===== config.mk =====
export PLATFORM = sky130hd
export DESIGN_NAME = idu_decode
export DESIGN_NICKNAME = d
export VERILOG_FILES = /design/src/rtl/idu_pkg.sv /design/src/rtl/idu_scoreboard.sv /design/src/rtl/idu_decode.sv
export SDC_FILE = /design/constraint.sdc
export NUM_CORES = 1
export LEC_CHECK = 0
export ABC_AREA = 1
export CORE_MARGIN = 2
export CORE_UTILIZATION = 50
export DETAILED_ROUTE_END_ITERATION = 6
export PLACE_DENSITY = 0.82
export SLEW_MARGIN = 20
export SYNTH_ARGS = -nofsm -noshare
export SYNTH_HDL_FRONTEND = slang
export SYNTH_HIERARCHICAL = 1
export SYNTH_SLANG_ARGS = --single-unit

===== constraint.sdc =====
create_clock -name clk -period 2.9 [get_ports clk]
set_input_delay 0.435 -clock clk [delete_from_list [all_inputs] [get_ports clk]]
set_output_delay 0.435 -clock clk [all_outputs]
set_load 0.02 [all_outputs]

===== src/rtl/idu_pkg.sv =====
// Shared decode types: RV32I opcodes, operation classes, immediate formats
// and width defaults common to the decode stage and the register file.
package idu_pkg;

   localparam int DEF_REG_ADDR_WIDTH = 5;
   localparam int DEF_REG_NUM        = 32;
   localparam int DEF_REG_WIDTH      = 32;
   localparam int DEF_PC_WIDTH       = 32;

   localparam logic [6:0] OPC_OP     = 7'b0110011;
   localparam logic [6:0] OPC_OP_IMM = 7'b0010011;
   localparam logic [6:0] OPC_LOAD   = 7'b0000011;
   localparam logic [6:0] OPC_STORE  = 7'b0100011;
   localparam logic [6:0] OPC_BRANCH = 7'b1100011;
   localparam logic [6:0] OPC_JAL    = 7'b1101111;
   localparam logic [6:0] OPC_JALR   = 7'b1100111;
   localparam logic [6:0] OPC_LUI    = 7'b0110111;
   localparam logic [6:0] OPC_AUIPC  = 7'b0010111;

   typedef enum logic [3:0] {
      ALU_R, ALU_I, LOAD, STORE, BRANCH, JAL, JALR, LUI, AUIPC, ILLEGAL
   } op_class_t;

   typedef enum logic [2:0] {
      IMM_NONE, IMM_I, IMM_S, IMM_B, IMM_U, IMM_J
   } imm_fmt_t;

   typedef struct packed {
      op_class_t op;
      imm_fmt_t  fmt;
      logic      uses_rs1;
      logic      uses_rs2;
      logic      writes_rd;
   } dec_t;

   function automatic dec_t decode_op(input logic [6:0] opcode);
      dec_t d;
      d.op        = ILLEGAL;
      d.fmt       = IMM_NONE;
      d.uses_rs1  = 1'b0;
      d.uses_rs2  = 1'b0;
      d.writes_rd = 1'b0;
      case (opcode)
         OPC_OP:     begin d.op = ALU_R;  d.uses_rs1 = 1'b1; d.uses_rs2 = 1'b1; d.writes_rd = 1'b1; end
         OPC_OP_IMM: begin d.op = ALU_I;  d.fmt = IMM_I; d.uses_rs1 = 1'b1; d.writes_rd = 1'b1; end
         OPC_LOAD:   begin d.op = LOAD;   d.fmt = IMM_I; d.uses_rs1 = 1'b1; d.writes_rd = 1'b1; end
         OPC_STORE:  begin d.op = STORE;  d.fmt = IMM_S; d.uses_rs1 = 1'b1; d.uses_rs2 = 1'b1; end
         OPC_BRANCH: begin d.op = BRANCH; d.fmt = IMM_B; d.uses_rs1 = 1'b1; d.uses_rs2 = 1'b1; end
         OPC_JAL:    begin d.op = JAL;    d.fmt = IMM_J; d.writes_rd = 1'b1; end
         OPC_JALR:   begin d.op = JALR;   d.fmt = IMM_I; d.uses_rs1 = 1'b1; d.writes_rd = 1'b1; end
         OPC_LUI:    begin d.op = LUI;    d.fmt = IMM_U; d.writes_rd = 1'b1; end
         OPC_AUIPC:  begin d.op = AUIPC;  d.fmt = IMM_U; d.writes_rd = 1'b1; end
         default:    d.op = ILLEGAL;
      endcase
      return d;
   endfunction

   function automatic logic [31:0] gen_imm(input logic [31:0] inst, input imm_fmt_t fmt);
      logic [31:0] imm;
      case (fmt)
         IMM_I:   imm = {{20{inst[31]}}, inst[31:20]};
         IMM_S:   imm = {{20{inst[31]}}, inst[31:25], inst[11:7]};
         IMM_B:   imm = {{19{inst[31]}}, inst[31], inst[7], inst[30:25], inst[11:8], 1'b0};
         IMM_U:   imm = {inst[31:12], 12'b0};
         IMM_J:   imm = {{11{inst[31]}}, inst[31], inst[19:12], inst[20], inst[30:21], 1'b0};
         default: imm = '0;
      endcase
      return imm;
   endfunction

endpackage


===== src/rtl/idu_scoreboard.sv =====
// Per-register busy bits for RAW hazard tracking; x0 is never busy.
module idu_scoreboard import idu_pkg::*; #(
   parameter int REG_ADDR_WIDTH = DEF_REG_ADDR_WIDTH,
   parameter int REG_NUM        = DEF_REG_NUM
) (
   input  logic                      clk,
   input  logic                      rst_n,
   input  logic                      set_en,
   input  logic [REG_ADDR_WIDTH-1:0] set_addr,
   input  logic                      clr_en,
   input  logic [REG_ADDR_WIDTH-1:0] clr_addr,
   input  logic [REG_ADDR_WIDTH-1:0] q1_addr,
   input  logic [REG_ADDR_WIDTH-1:0] q2_addr,
   output logic                      q1_busy,
   output logic                      q2_busy
);

   logic [REG_NUM-1:1] busy_q;
   logic [REG_NUM-1:1] set_vec;
   logic [REG_NUM-1:1] clr_vec;
   logic [REG_NUM-1:0] look;

   always_comb begin
      set_vec = '0;
      clr_vec = '0;
      for (int i = 1; i < REG_NUM; i++) begin
         set_vec[i] = set_en & (set_addr == REG_ADDR_WIDTH'(i));
         clr_vec[i] = clr_en & (clr_addr == REG_ADDR_WIDTH'(i));
      end
   end

   // Bits being cleared this cycle still read busy; bits being set already read busy.
   assign look    = {busy_q | set_vec, 1'b0};
   assign q1_busy = look[q1_addr];
   assign q2_busy = look[q2_addr];

   always_ff @(posedge clk or negedge rst_n) begin
      if (!rst_n) begin
         busy_q <= '0;
      end else begin
         busy_q <= (busy_q & ~clr_vec) | set_vec;
      end
   end

endmodule


===== src/rtl/idu_decode.sv =====
// Decode stage: one-entry decode register, register file read addressing
// and scoreboard-gated issue to EXU.
module idu_decode import idu_pkg::*; #(
   parameter int REG_ADDR_WIDTH = DEF_REG_ADDR_WIDTH,
   parameter int REG_NUM        = DEF_REG_NUM,
   parameter int REG_WIDTH      = DEF_REG_WIDTH,
   parameter int PC_WIDTH       = DEF_PC_WIDTH
) (
   input  logic                      clk,
   input  logic                      rst_n,
   input  logic                      ifu_valid,
   output logic                      ifu_ready,
   input  logic [31:0]               ifu_inst,
   input  logic [PC_WIDTH-1:0]       ifu_pc,
   output logic [REG_ADDR_WIDTH-1:0] rf_rs1_addr,
   output logic [REG_ADDR_WIDTH-1:0] rf_rs2_addr,
   input  logic                      rf_rd_we,
   input  logic [REG_ADDR_WIDTH-1:0] rf_rd_addr,
   input  logic                      exu_flush,
   input  logic                      exu_ready,
   output logic                      idu_valid,
   output logic [PC_WIDTH-1:0]       idu_pc,
   output op_class_t                 idu_op,
   output logic [2:0]                idu_funct3,
   output logic                      idu_funct7b5,
   output logic [REG_ADDR_WIDTH-1:0] idu_rd_addr,
   output logic [REG_WIDTH-1:0]      idu_imm,
   output logic                      idu_illegal
);

   dec_t                      dec;
   logic                      d_valid, fresh_q, d_valid_next;
   logic                      accept, issue, hz, rs1_busy, rs2_busy;
   logic [REG_ADDR_WIDTH-1:0] rs1_q, rs2_q, in_rs1, in_rs2;

   assign dec    = decode_op(ifu_inst[6:0]);
   assign in_rs1 = dec.uses_rs1 ? ifu_inst[19:15] : '0;
   assign in_rs2 = dec.uses_rs2 ? ifu_inst[24:20] : '0;

   assign idu_valid = d_valid & fresh_q;
   assign issue     = idu_valid & exu_ready;
   assign ifu_ready = ~d_valid | issue;
   assign accept    = ifu_valid & ifu_ready & ~exu_flush;

   // Unused sources read x0, so the hazard lookup needs no separate use flags.
   assign rf_rs1_addr = accept ? in_rs1 : rs1_q;
   assign rf_rs2_addr = accept ? in_rs2 : rs2_q;

   assign d_valid_next = ~exu_flush & (accept | (d_valid & ~issue));
   assign hz           = rs1_busy | rs2_busy;

   idu_scoreboard #(
      .REG_ADDR_WIDTH (REG_ADDR_WIDTH),
      .REG_NUM        (REG_NUM)
   ) u_scoreboard (
      .clk      (clk),
      .rst_n    (rst_n),
      .set_en   (issue & ~exu_flush),
      .set_addr (idu_rd_addr),
      .clr_en   (rf_rd_we),
      .clr_addr (rf_rd_addr),
      .q1_addr  (rf_rs1_addr),
      .q2_addr  (rf_rs2_addr),
      .q1_busy  (rs1_busy),
      .q2_busy  (rs2_busy)
   );

   always_ff @(posedge clk or negedge rst_n) begin
      if (!rst_n) begin
         d_valid      <= 1'b0;
         fresh_q      <= 1'b0;
         rs1_q        <= '0;
         rs2_q        <= '0;
         idu_pc       <= '0;
         idu_op       <= ALU_R;
         idu_funct3   <= '0;
         idu_funct7b5 <= 1'b0;
         idu_rd_addr  <= '0;
         idu_imm      <= '0;
         idu_illegal  <= 1'b0;
      end else begin
         d_valid <= d_valid_next;
         fresh_q <= d_valid_next & ~hz;
         if (accept) begin
            rs1_q        <= in_rs1;
            rs2_q        <= in_rs2;
            idu_pc       <= ifu_pc;
            idu_op       <= dec.op;
            idu_funct3   <= ifu_inst[14:12];
            idu_funct7b5 <= ifu_inst[30];
            idu_rd_addr  <= dec.writes_rd ? ifu_inst[11:7] : '0;
            idu_imm      <= gen_imm(ifu_inst, dec.fmt);
            idu_illegal  <= (dec.op == ILLEGAL);
         end
      end
   end

endmodule

# Word level (Yosys, flattened, before mapping)
# Cells that the tools add are included.
# W data, S select, Z words.
[totals]
out_inout_bits = 90
reg_bits = 121
in_bits = 75
[op_classes]
eq_ne = 77
muxes = 15
n_bitwise = 81
n_reduce_logical = 5
magnitude_cmp = 2
[op_table]
columns = ["operator", "n"]
rows = [
  ["$eq A5 B5 Y1 const B", 32],
  ["$pmux W32 S5", 1],
  ["$eq A5 B4 Y1 const B", 16],
  ["$and A1 B1 Y1", 70],
  ["$or A31 B31 Y31", 2],
  ["$eq A5 B3 Y1 const B", 8],
  ["$pmux W4 S9", 1],
  ["$and A31 B31 Y31", 1],
  ["$not A31 Y31", 1],
  ["$mux W5", 5],
  ["$eq A7 B6 Y1 const B", 3],
  ["$eq A7 B7 Y1 const B", 3],
  ["$eq A5 B2 Y1 const B", 4],
  ["$pmux W3 S5", 1],
  ["$eq A7 B5 Y1 const B", 2],
  ["$lt A5 B6 Y1 const B", 2],
  ["$bmux W1 S5", 2],
  ["$eq A5 B1 Y1 const B", 2],
  ["$eq A7 B2 Y1 const B", 1],
  ["$reduce_or A7 Y1", 1],
  ["$eq A3 B2 Y1 const B", 2],
  ["$eq A3 B3 Y1 const B", 2],
  ["$reduce_or A3 Y1", 2],
  ["$reduce_or A6 Y1", 1],
  ["6 further kinds", 15],
]

# Logic depth before layout (Yosys ltp)
[logic_depth]
ltp_word = 11
ltp_mapped = 20
ltp_nobuf = 19

# By module
# Netlist, hierarchy kept.
[modules_own_cells]
columns = ["mod", "cells_per_inst", "seq_area_each_um2", "area_per_inst_um2", "n_inst"]
rows = [
  ["idu_decode", 528, 2252.2, 4182.8, 1],
  ["idu_scoreboard", 381, 775.7, 2274.7, 1],
]

# Worst setup path before layout
# Ideal clock, no wire load.
[synth_path]
kind = "input-to-reg"
from = "in exu_ready"
to = "reg fresh_q"
setup_slack_ns = -0.082
t_arrival_ns = 2.896
cell_stages = 20
required_time_ns = 2.814
cell_sequence = "a21boi_0 inv_1 nand2_1 inv_1 clkbuf_1 nand2_1 o21ai_0 buf_2 inv_1 nand2_1 inv_1 nand2_1 nand2_1 nor2_1 nand2_1 nand3_1 nand2_1 nand2_1 nand2_1 nor3_1"
[synth_between]
elab_chain_cells = 10
elab_cells_between_ends = 50
[synth_rtl]
columns = ["element", "line_no", "text"]
rows = [
  ["start: declaration", "idu_decode.sv:20", "input logic exu_ready,"],
  ["$and A1 B1 Y1", "idu_decode.sv:41", "assign issue = idu_valid & exu_ready;"],
  ["$or A1 B1 Y1", "idu_decode.sv:42", "assign ifu_ready = ~d_valid | issue;"],
  ["via ifu_ready", "idu_decode.sv:12", "output logic ifu_ready,"],
  ["$and A1 B1 Y1 (2 in a row)", "idu_decode.sv:43", "assign accept = ifu_valid & ifu_ready & ~exu_flush;"],
  ["$mux W5", "n/a", ""],
  ["via rf_rs1_addr[1]", "idu_decode.sv:15", "output logic [REG_ADDR_WIDTH-1:0] rf_rs1_addr,"],
  ["$bmux W1 S5", "idu_scoreboard.sv:34", "assign q1_busy = look[q1_addr];"],
  ["$mux W1 (implied by the code)", "idu_scoreboard.sv:34", ""],
  ["via rs1_busy", "idu_decode.sv:33", "logic accept, issue, hz, rs1_busy, rs2_busy;"],
  ["$or A1 B1 Y1", "idu_decode.sv:50", "assign hz = rs1_busy | rs2_busy;"],
  ["$not A1 Y1", "idu_decode.sv:83", "fresh_q <= d_valid_next & ~hz;"],
  ["$and A1 B1 Y1", "idu_decode.sv:83", ""],
  ["end signal: assignment", "idu_decode.sv:83", ""],
  ["end: declaration", "idu_decode.sv:32", "logic d_valid, fresh_q, d_valid_next;"],
]
# The timed path passes the listed nets, and every way through them passes these cells. The select of a mux whose other input is x is not followed.
# A chain may end at the register's enable or synchronous reset.

# Worst setup path in the final report
[layout_path]
from = "in ifu_inst[1]"
to = "out rf_rs2_addr[2]"
[layout_between]
elab_chain_cells = 5
elab_cells_between_ends = 7
[layout_rtl]
columns = ["element", "line_no", "text"]
rows = [
  ["start: declaration", "idu_decode.sv:13", "input logic [31:0] ifu_inst,"],
  ["$eq A7 B7 Y1 / $eq A7 B6 Y1 (equally long branches)", "idu_pkg.sv:43", "case (opcode)"],
  ["$reduce_or A3 Y1 (no source line) (*)", "n/a", ""],
  ["$mux W1 (*)", "idu_pkg.sv:43", ""],
  ["$mux W5 (*)", "idu_decode.sv:38", "assign in_rs2 = dec.uses_rs2 ? ifu_inst[24:20] : '0;"],
  ["$mux W5 (*)", "n/a", ""],
  ["end: declaration", "idu_decode.sv:16", "output logic [REG_ADDR_WIDTH-1:0] rf_rs2_addr,"],
]
# Mark *: on every way between the ends. The rest lies on a longest branch, timed or not.

==> run metrics <==
status=finished, violations left; failing checks=DRC; Slew @ Worst Pin=between 0.6 and 0.7 ns; Yosys reg bits=about 120; crit end category=primary output; # DRC=2; routed length per instance=15.8 um; setup TNS=0 ns; clock sink count=between 100 and 150; Internal Power=about 3.7 mW; Fmax=roughly 360 MHz; Num CTS Buffers=17; critical setup path kind=in2out; hpwl dp=between 15 and 20 mm; wire length on met3=1.44 mm; final-stage net count=around 1200; total track usage=0.303; Core ar.=approximately 13000 um2; CTS tree=built; total number of vias=6681; combinational group share of total power=0.191; largest family of logic cells by synthesized area=simple AND/OR/NAND/NOR gates; Synth Area in Adders=0; Sequential Power Share=0.368; Worst R2R Path Depth=18; R2R Setup Slk=0.56 ns; final slew viol count=0; GP Congestion=about 1.0; ys flop type=dfrtp_1; Via density=5.16; Mapped Area=roughly 6500 um2; Met2 Wirelength=just under 10 mm; reg2reg start=d_valid; Total Wirelength=20.5 mm; die area=between 10000 and 15000 um2; Max-cap violations=0; leakage power=around 5.0 nW; share of layout cells above drive strength 1=0.104; Async SR Flop Fraction=1.00; period utilization=0.961; Die Ht=around 120 um; RSZ-0062 raised after global routing=no; crit-path max FO=4; Final Util=0.730; CTS H-tree lvls=4; largest net degree at the start of global routing=just over 50; final instance area=between 9000 and 10000 um2; post-synth cell types=27; starting density of the core=0.512; sw frac=0.282; Power Density=approximately 570 nW/um2; Area growth syn-to-layout=42.7%; CTS root buf=clkbuf_16; IO Pins=around 170; port bufs=~160; DRT met1 WL=8.74 mm; EDFF count, synth=0; max layer used=met4; Synth Warn #=6; Setup crit start=ifu_inst[1]; n_diodes=0; XOR/XNOR Fraction of Synth Area=0; Worst Hold Class=in2async; worst setup path end=rf_rs2_addr[2]; die width=between 100 and 150 um; Syn Inst Count=about 910; VDD IR max=0.384 mV; NetSw=between 1 and 1.5 mW; antenna violations before repair=0; Worst-Skew Late Latency=0.42 ns; post-CTS setup buffer count=0; crit path DAT=between 2 and 2.5 ns; Fin. Hold Viols=0; syn nets=slightly below 1000; Clock power frac=0.441; placed cell count=between 1000 and 1500; first-pass GRT wire length=roughly 33 mm; vias in the first global route=6530; global route overflow=0; clk_skew=between 0.006 and 0.007 ns; fin cells=approximately 1300; CP required=2.47 ns; Tmin final=between 2 and 3 ns; post-synthesis simple-gate area fraction=0.388; final setup vio count=0; sequential area share after synthesis=0.469; reg2reg end=fresh_q; # rows=41; Reg clk slew, reported paths=about 0.060 ns; mux contribution to synthesized area=0.00174; Iter 0 DRT Violations=approximately 530; CTS Buffer Depth=2; Placed Area=about 8600 um2; Synth Area per Inst=~7.1 um2; Slew headroom=0.551; Synth Area in Compound Gates=0.0636; Worst setup SP type=input pin; total chip power=5.21 mW; antenna-violating nets left=0; TritonRoute pass-1 iters=7
## worst min path at each step
stage,slack (ns),endpoint,startpoint,cells after the start
after floorplan,0.14,d_valid,rst_n,0
after global placement,0.46,idu_pc[11],idu_pc[11],2
after detailed placement,0.46,idu_imm[29],idu_imm[29],2
after CTS,0.07,u_scoreboard/busy_q[6],rst_n,1
after global routing,0.09,u_scoreboard/busy_q[22],rst_n,1
final,0.05,u_scoreboard/busy_q[22],rst_n,1
## repair_timing
action,CTS,global route
hold buffers,0,0
cloned,0,0
resized for setup,8,5
setup endpoints to repair,7,5
## cell families after synthesis
group                  count (synthesis)
flip-flops                           121
AO/OA/AOI/OAI                         78
buffers and inverters                122
multiplexers                           1
AND/OR/NAND/NOR                      587
## layout by cell type, fill, tap and decap left out, types with 4 or more instances in the layout
cell	count
a21oi_1	20
buf_4	50
bufinv_16	4
clkbuf_16	17
clkdlybuf4s50_1	154
clkinv_4	4
dfrtp_1	121
dlygate4sd2_1	5
dlymetal6s2s_1	4
inv_1	87
inv_6	4
nand2_1	397
nand2_4	5
nand3_1	111
nand3_2	11
nor2_1	45
nor2_2	6
o21ai_0	45
o21ai_1	4
## per-stage QoR
step                setup slack [ns]  hold WS, ns
finish                         0.112       0.0471
CTS                          0.00508       0.0681
global placement             -0.0688        0.461
global route                  0.0371       0.0904
floorplan                     0.0381        0.139
detailed placement            -0.163        0.465
## power groups by stage
stage / clock network (mW) / registers [mW] / logic, mW
floorplan: 0 / 2.09 / 0.291
global placement: 0 / 1.94 / 0.983
detailed placement: 0 / 1.94 / 0.994
CTS: 2.32 / 1.92 / 0.999
global route: 2.39 / 1.93 / 1.08
finish: 2.30 / 1.92 / 0.996
## critical path, cell delays in order
cell and delay (ns):
clkdlybuf4s50_1 0.47, nand2_2 0.06, inv_1 0.06, nand3_1 0.09
nor2_2 0.16, inv_1 0.12, o31ai_2 0.29, clkdlybuf4s50_1 0.67
## area by class of cell
class / count / area, um2
Fill cell: 1011 / 3410
Sequential cell: 121 / 3030
Timing Repair Buffer: 215 / 2050
Tap cell: 172 / 215
Clock buffer: 17 / 425
Inverter: 90 / 338
Multi-Input combinational cell: 666 / 2940
Clock inverter: 15 / 216
## synthesized netlist by cell type (all sizes together), types with 2 or more instances
library cell | count | area (um2)
nand2 | 405 | 1560
nand3 | 122 | 666
dfrtp | 121 | 3030
inv | 90 | 338
nor2 | 54 | 246
o21ai | 49 | 245
buf | 28 | 151
a21oi | 20 | 100
clkbuf | 4 | 15.0
o31ai | 4 | 30.0
nor3 | 3 | 15.0
a31oi | 2 | 12.5
nand4 | 2 | 12.5
## registers in the layout (all words and copies together), names as in the netlist
signal / flops
idu_imm: 32
idu_pc: 32
u_scoreboard/busy_q: 31
idu_rd_addr: 5
rs1_q: 5
rs2_q: 5
idu_op: 4
idu_funct3: 3
d_valid: 1
fresh_q: 1
idu_funct7b5: 1
idu_illegal: 1
## metal layers
metal,vias to the layer above,GRT usage
met5,-,0
met4,0,0.111
met3,31,0.0688
met2,257,0.505
met1,3136,0.385
li1,3257,-
Power figures use the tool's default switching activity.
